[config.mk]
export PLATFORM = sky130hd
export DESIGN_NAME = dmem_arbiter
export DESIGN_NICKNAME = d
export VERILOG_FILES = /design/src/rtl/dmem_arbiter.sv
export SDC_FILE = /design/constraint.sdc
export NUM_CORES = 1
export LEC_CHECK = 0
export CAP_MARGIN = 15
export CORE_ASPECT_RATIO = 0.8
export CORE_UTILIZATION = 40
export DETAILED_ROUTE_END_ITERATION = 7
export PLACE_DENSITY = 0.87
export SLEW_MARGIN = 25
export SYNTH_ARGS = -nofsm -noshare
export SYNTH_HDL_FRONTEND = slang
export SYNTH_SLANG_ARGS = --single-unit
[constraint.sdc]
create_clock -name clk -period 5.9 [get_ports clk]
set_clock_uncertainty 0.05 [all_clocks]
set_input_delay 1.475 -clock clk [delete_from_list [all_inputs] [get_ports clk]]
set_output_delay 1.475 -clock clk [all_outputs]
set_load 0.02 [all_outputs]
[src/rtl/dmem_arbiter.sv]
// Two-port arbiter for a single-port, fixed-latency synchronous data memory.
// Define DMEM_ARB_ERR_EN to add p_err/l_err misaligned-access reporting.
`timescale 1ns/1ps
module dmem_arbiter #(
   parameter int ADDR_W       = 32,
   parameter int DATA_W       = 32,
   parameter int MEM_LAT      = 2,
   parameter int STARVE_LIMIT = 3
) (
   input  logic              clk,
   input  logic              rst,
   input  logic              p_req,
   input  logic              p_we,
   input  logic [ADDR_W-1:0] p_addr,
   input  logic [DATA_W-1:0] p_wdata,
   output logic [DATA_W-1:0] p_rdata,
   output logic              p_done,
   output logic              stall_m,
   input  logic              l_req,
   input  logic              l_we,
   input  logic [ADDR_W-1:0] l_addr,
   input  logic [DATA_W-1:0] l_wdata,
   output logic [DATA_W-1:0] l_rdata,
   output logic              l_done,
   output logic              mem_en,
   output logic              mem_we,
   output logic [ADDR_W-1:0] mem_addr,
   output logic [DATA_W-1:0] mem_wdata,
   input  logic [DATA_W-1:0] mem_rdata,
   output logic              owner
`ifdef DMEM_ARB_ERR_EN
   ,
   output logic              p_err,
   output logic              l_err
`endif
);

   localparam int LAT_W = $clog2(MEM_LAT + 1);
   localparam int SW    = $clog2(STARVE_LIMIT + 1);

   localparam logic [1:0] S_IDLE   = 2'd0;
   localparam logic [1:0] S_ACCESS = 2'd1;
   localparam logic [1:0] S_WAIT   = 2'd2;
   localparam logic [1:0] S_DONE   = 2'd3;

   logic [1:0]        state;
   logic [LAT_W-1:0]  lat_cnt;
   logic [SW-1:0]     starve_cnt;
   logic              grant_l;
   logic              any_req;
   logic              win_we;
   logic [ADDR_W-1:0] win_addr;
   logic [DATA_W-1:0] win_wdata;
   logic              misalign;

   // L wins only when alone or when P has been granted STARVE_LIMIT times while L waited
   assign any_req   = p_req | l_req;
   assign grant_l   = l_req & (~p_req | (starve_cnt == SW'(STARVE_LIMIT)));
   assign win_we    = grant_l ? l_we    : p_we;
   assign win_addr  = grant_l ? l_addr  : p_addr;
   assign win_wdata = grant_l ? l_wdata : p_wdata;

`ifdef DMEM_ARB_ERR_EN
   logic misalign_q;
   assign misalign = misalign_q;
   assign p_err    = p_done & misalign_q;
   assign l_err    = l_done & misalign_q;
`else
   assign misalign = 1'b0;
`endif

   assign mem_en  = (state == S_ACCESS) & ~misalign;
   assign p_done  = (state == S_DONE) & ~owner;
   assign l_done  = (state == S_DONE) & owner;
   assign stall_m = p_req & ~p_done;

   // Main sequencer: grant in IDLE, strobe in ACCESS, count latency in WAIT, pulse in DONE
   always_ff @(posedge clk or posedge rst) begin
      if (rst) begin
         state      <= S_IDLE;
         lat_cnt    <= '0;
         starve_cnt <= '0;
         owner      <= 1'b0;
         mem_we     <= 1'b0;
         mem_addr   <= '0;
         mem_wdata  <= '0;
         p_rdata    <= '0;
         l_rdata    <= '0;
`ifdef DMEM_ARB_ERR_EN
         misalign_q <= 1'b0;
`endif
      end else begin
         case (state)
            S_IDLE: begin
               if (any_req) begin
                  state     <= S_ACCESS;
                  owner     <= grant_l;
                  mem_we    <= win_we;
                  mem_addr  <= win_addr;
                  mem_wdata <= win_wdata;
`ifdef DMEM_ARB_ERR_EN
                  misalign_q <= (win_addr[1:0] != 2'b00);
`endif
                  if (grant_l || !l_req)
                     starve_cnt <= '0;
                  else if (starve_cnt != SW'(STARVE_LIMIT))
                     starve_cnt <= starve_cnt + SW'(1);
               end
            end
            S_ACCESS: begin
               if (misalign) begin
                  state <= S_DONE;
               end else begin
                  lat_cnt <= LAT_W'(MEM_LAT);
                  state   <= S_WAIT;
               end
            end
            S_WAIT: begin
               if (lat_cnt == LAT_W'(1)) begin
                  if (!mem_we) begin
                     if (owner)
                        l_rdata <= mem_rdata;
                     else
                        p_rdata <= mem_rdata;
                  end
                  state <= S_DONE;
               end else begin
                  lat_cnt <= lat_cnt - LAT_W'(1);
               end
            end
            default: begin
               state <= S_IDLE;
            end
         endcase
      end
   end

endmodule
# == After elaboration in Yosys (flattened, before gate mapping) ==
# Cells that the tools add are included.
# op_classes
add_sub_neg,2
n_eq_ne,9
muxes,10
n_bitwise,10
n_reduce_logical,11
# op_table
operator,n
32-bit 2-to-1 mux,2
2-bit 2-to-1 mux,5
"2-bit != test, second input constant",4
4-bit AND reduction,2
"2-bit equality test, second input constant",3
2-bit case mux with 3 select lines,1
2-bit AND reduction,3
1-bit bitwise AND,4
"2-bit by 1-bit equality test with 1-bit output, second input constant",2
1-bit inverter,4
2-bit case mux with 2 select lines,1
2-bit nonzero test,2
3-bit AND reduction,1
"2-bit by 1-bit adder with 2-bit output, second input constant",1
2-bit logical NOT,1
1-bit OR,2
"2-bit by 1-bit subtractor with 2-bit output, second input constant",1
1-bit logical NOT,1
1-bit logical OR,1
1-bit 2-to-1 mux,1
# word_totals
register_bits,136
output_inout_bits,134
word_cells,51

# == Depth between registers and ports, before layout ==
# logic_depth
ltp_word,6
ltp_mapped,7

# == Worst setup path after synthesis ==
# No wires, ideal clock.
# synth_timing
path_type,input port to output port
from,input p_req
to,output stall_m
arrival_time_ns,1.802
setup_slack_ns,2.573
path_stages,1
n_path_buf,0
cell_sequence,nor2b_1
# synth_via
elab_chain_cells,1
# synth_lines
element,line,source
"start, declared",12,"input logic p_req,"
1-bit bitwise AND,75,assign stall_m = p_req & ~p_done;
"end, declared",18,"output logic stall_m,"
# Every way passes these cells.

# == Worst setup path after layout ==
# Ends and elaborated chain as after synthesis.

==> impl_metrics.env <==
export IMPL_path_clk_slew_ns=0.05
export IMPL_ir_drop_mv=0.275
export IMPL_track_usage_pct=26.0
export IMPL_synth_cell_types=26
export IMPL_syn_avg_cell_area_sq_um=10.8
export IMPL_violations="design-rule violations"
export IMPL_fin_crit_ns=4.40
export IMPL_start_util_pct=41.3
export IMPL_critPathMaxFanout=6
export IMPL_layout_drive_gt1_share_pct=13.3
export IMPL_clockPowerShare_pct=19.9
export IMPL_synth_top_area_share_pct=57.2
export IMPL_antenna_found_initial=0
export IMPL_area_growth_pct=61.6
export IMPL_first_pass_iters=7
export IMPL_hp_class="reg -> reg"
export IMPL_fillers=1089
export IMPL_multi_input_area_sq_um=2320
export IMPL_syn_num_nets=726
export IMPL_drtIter0Drc=343
export IMPL_ys_seq_elements=136
export IMPL_core_area_sq_um=14400
export IMPL_startpoint_type="input pin"
export IMPL_rr_worst_depth=5
export IMPL_htreeDepth=4
export IMPL_setup_ws_ns=1.50
export IMPL_yosysTopAreaCell="dfrtp_1"
export IMPL_port_buffers=299
export IMPL_yosys_warnings=0
export IMPL_cp_arrival_ns=2.88
export IMPL_power_switching_uw=1860
export IMPL_via_per_inst=5.36
export IMPL_cts_setup_buffers=0
export IMPL_syn_area_sq_um=5950
export IMPL_final_cells=1027
export IMPL_die_area_sq_um=15400
export IMPL_timing_setup_tns_ns=0
export IMPL_cap_violations=0
export IMPL_internal_power_uw=3100
export IMPL_relSlewSlack_pct=31.0
export IMPL_synth_area_leaders="dfrtp_1, mux2_2, a31oi_1"
export IMPL_overflow=0
export IMPL_cts_resized=0
export IMPL_swShare_pct=37.6
export IMPL_rows=39
export IMPL_first_global_vias=5638
export IMPL_power_frac_seq_pct=32.1
export IMPL_drv_slew=0
export IMPL_p_leak_uw=0.00395
export IMPL_dp_hpwl_um=13500
export IMPL_nNetsFinal=1004
export IMPL_fmaxAchievable_mhz=227
export IMPL_cts_buffer_depth=2
export IMPL_register_area_sq_um=3400
export IMPL_num_vias=5504
export IMPL_cts_tree="yes"
export IMPL_netlist_instances=553
export IMPL_cts_made_buffers=17
export IMPL_clock_sinks=136
export IMPL_required_ns=4.38
export IMPL_holdWs_ns=0.449
export IMPL_die_w_um=138
export IMPL_setup_viol=0
export IMPL_hold_viol_final=0
export IMPL_period_share_pct=74.6
export IMPL_drtAntennaViolNets=0
export IMPL_die_h_um=111
export IMPL_finalInstanceArea_sq_um=9610
export IMPL_critPathKind="in -> out"
export IMPL_powerDensity_nw_per_um2=516
export IMPL_routabilityCongestion=0.797
export IMPL_min_delay_path_depth=1
export IMPL_combPwrFrac_pct=48.1
export IMPL_clock_latency_ns=0.40
export IMPL_grt_start_max_net_pins=111
export IMPL_drt_total_wl_um=19500
export IMPL_antenna_cells=0
export IMPL_worst_pin_slew_ns=1.03
export IMPL_root_buffer="clkbuf_16"
export IMPL_dpl_cell_area_sq_um=9060
export IMPL_dpl_worst_slack_ns=1.50
export IMPL_rsz0062_at_grt="false"
export IMPL_dp_cells=996
export IMPL_pin_count=300
export IMPL_grt_pass1_wl_um=30800
export IMPL_cts_hold_buf=0
export IMPL_ys_seq_area_share_pct=57.2
export IMPL_cp_end_kind="primary output"
export IMPL_drc=40
export IMPL_status="complete, but fails checks"
export IMPL_wl_per_cell_um=19.0
==> registers in the layout (all words and copies together), names as in the netlist <==
| signal | cells |
|---|---|
| mem_wdata | 32 |
| starve_cnt | 2 |
| mem_we | 1 |
| l_rdata | 32 |
| mem_addr | 32 |
| owner | 1 |
| lat_cnt | 2 |
| state | 2 |
| p_rdata | 32 |
==> synthesized netlist by cell type <==
library cell / n
nor2b_1: 4
nor3_1: 1
and2b_1: 1
o21ai_1: 1
o22a_1: 1
or3_1: 1
nand2b_1: 2
ha_1: 7
o21a_1: 1
mux2_4: 2
a21oi_1: 66
o21ai_0: 69
o21bai_1: 1
inv_1: 8
clkbuf_2: 1
nand3_1: 2
dfrtp_1: 136
clkbuf_1: 35
mux2_2: 64
a31oi_1: 65
nor2_1: 66
buf_6: 3
and2_1: 1
mux2i_1: 1
buf_2: 11
nand2_1: 3
==> final timing paths <==
kind | endpoint | slack, ns | from
hold reg to reg | lat_cnt[1] | 0.45 | lat_cnt[1]
hold / removal | lat_cnt[1] | 0.45 | lat_cnt[1]
max in group asynchronous | starve_cnt[0] | 3.35 | rst
setup reg to reg | mem_wdata[18] | 3.75 | starve_cnt[0]
min in group asynchronous | l_rdata[3] | 1.55 | rst
setup / recovery | stall_m | 1.50 | p_req
==> routing by layer <==
layer / up-vias / wire [um] / track usage [%]
met1: 2675 / 7630 / 30.7
li1: 2535 / - / -
met3: 30 / 1890 / 9.24
met2: 264 / 9620 / 44.2
met4: 0 / 344 / 8.16
met5: - / 0 / 0
==> power groups by stage <==
stage	clock network (uW)	logic, uW	registers, uW
6_report	986	2380	1590
5_1_grt	1050	2540	1640
4_1_cts	1010	2400	1590
3_5_place_dp	0	2390	1600
3_3_place_gp	0	2320	1580
2_1_floorplan	0	737	2050
==> per-stage QoR <==
step	utilization (%)	power (uW)
global placement	62.8	3900
detailed placement	63.0	3980
finish	66.8	4960
CTS	66.8	5000
global route	66.8	5230
floorplan	-	2790
==> cell families after synthesis <==
family                   after synthesis  share of synthesized area, %
AND/OR/NAND/NOR                       81                          5.57
adder cells (fa/ha/maj)                7                          1.47
flip-flops                           136                          57.2
buffers and inverters                 58                          4.29
multiplexers                          67                          12.8
AO/OA/AOI/OAI                        204                          18.7
==> placed cells by master (no fill, tap or decap), types with 2 or more instances in the layout <==
master	synthesis	routed
clkdlybuf4s50_1	0	298
ha_1	7	7
o21ai_0	69	69
mux2_4	2	2
clkbuf_1	35	2
mux2_2	64	64
nand3_1	2	2
nor2_1	66	66
dfrtp_1	136	136
buf_4	0	9
clkinv_4	0	2
clkinv_2	0	3
inv_1	8	6
a21oi_1	66	66
nor2b_1	4	3
nand2_1	3	3
a31oi_1	65	65
clkbuf_16	0	17
clkinvlp_4	0	4
==> critical path, cell delays in order <==
cell	delay (ns)
clkdlybuf4s50_1	0.63
nor2b_1	0.17
clkdlybuf4s50_1	0.60
==> area by class of cell <==
cell class                 count  share of cell area (%)
clock buffer                  20                    4.65
clock inverter                11                    1.05
inverter                       8                   0.390
multi-input combinational    359                    24.1
sequential                   136                    35.4
tap                          184                    2.39
timing repair buffer         309                    32.0
Note: power is estimated with default switching activity, not from simulation.
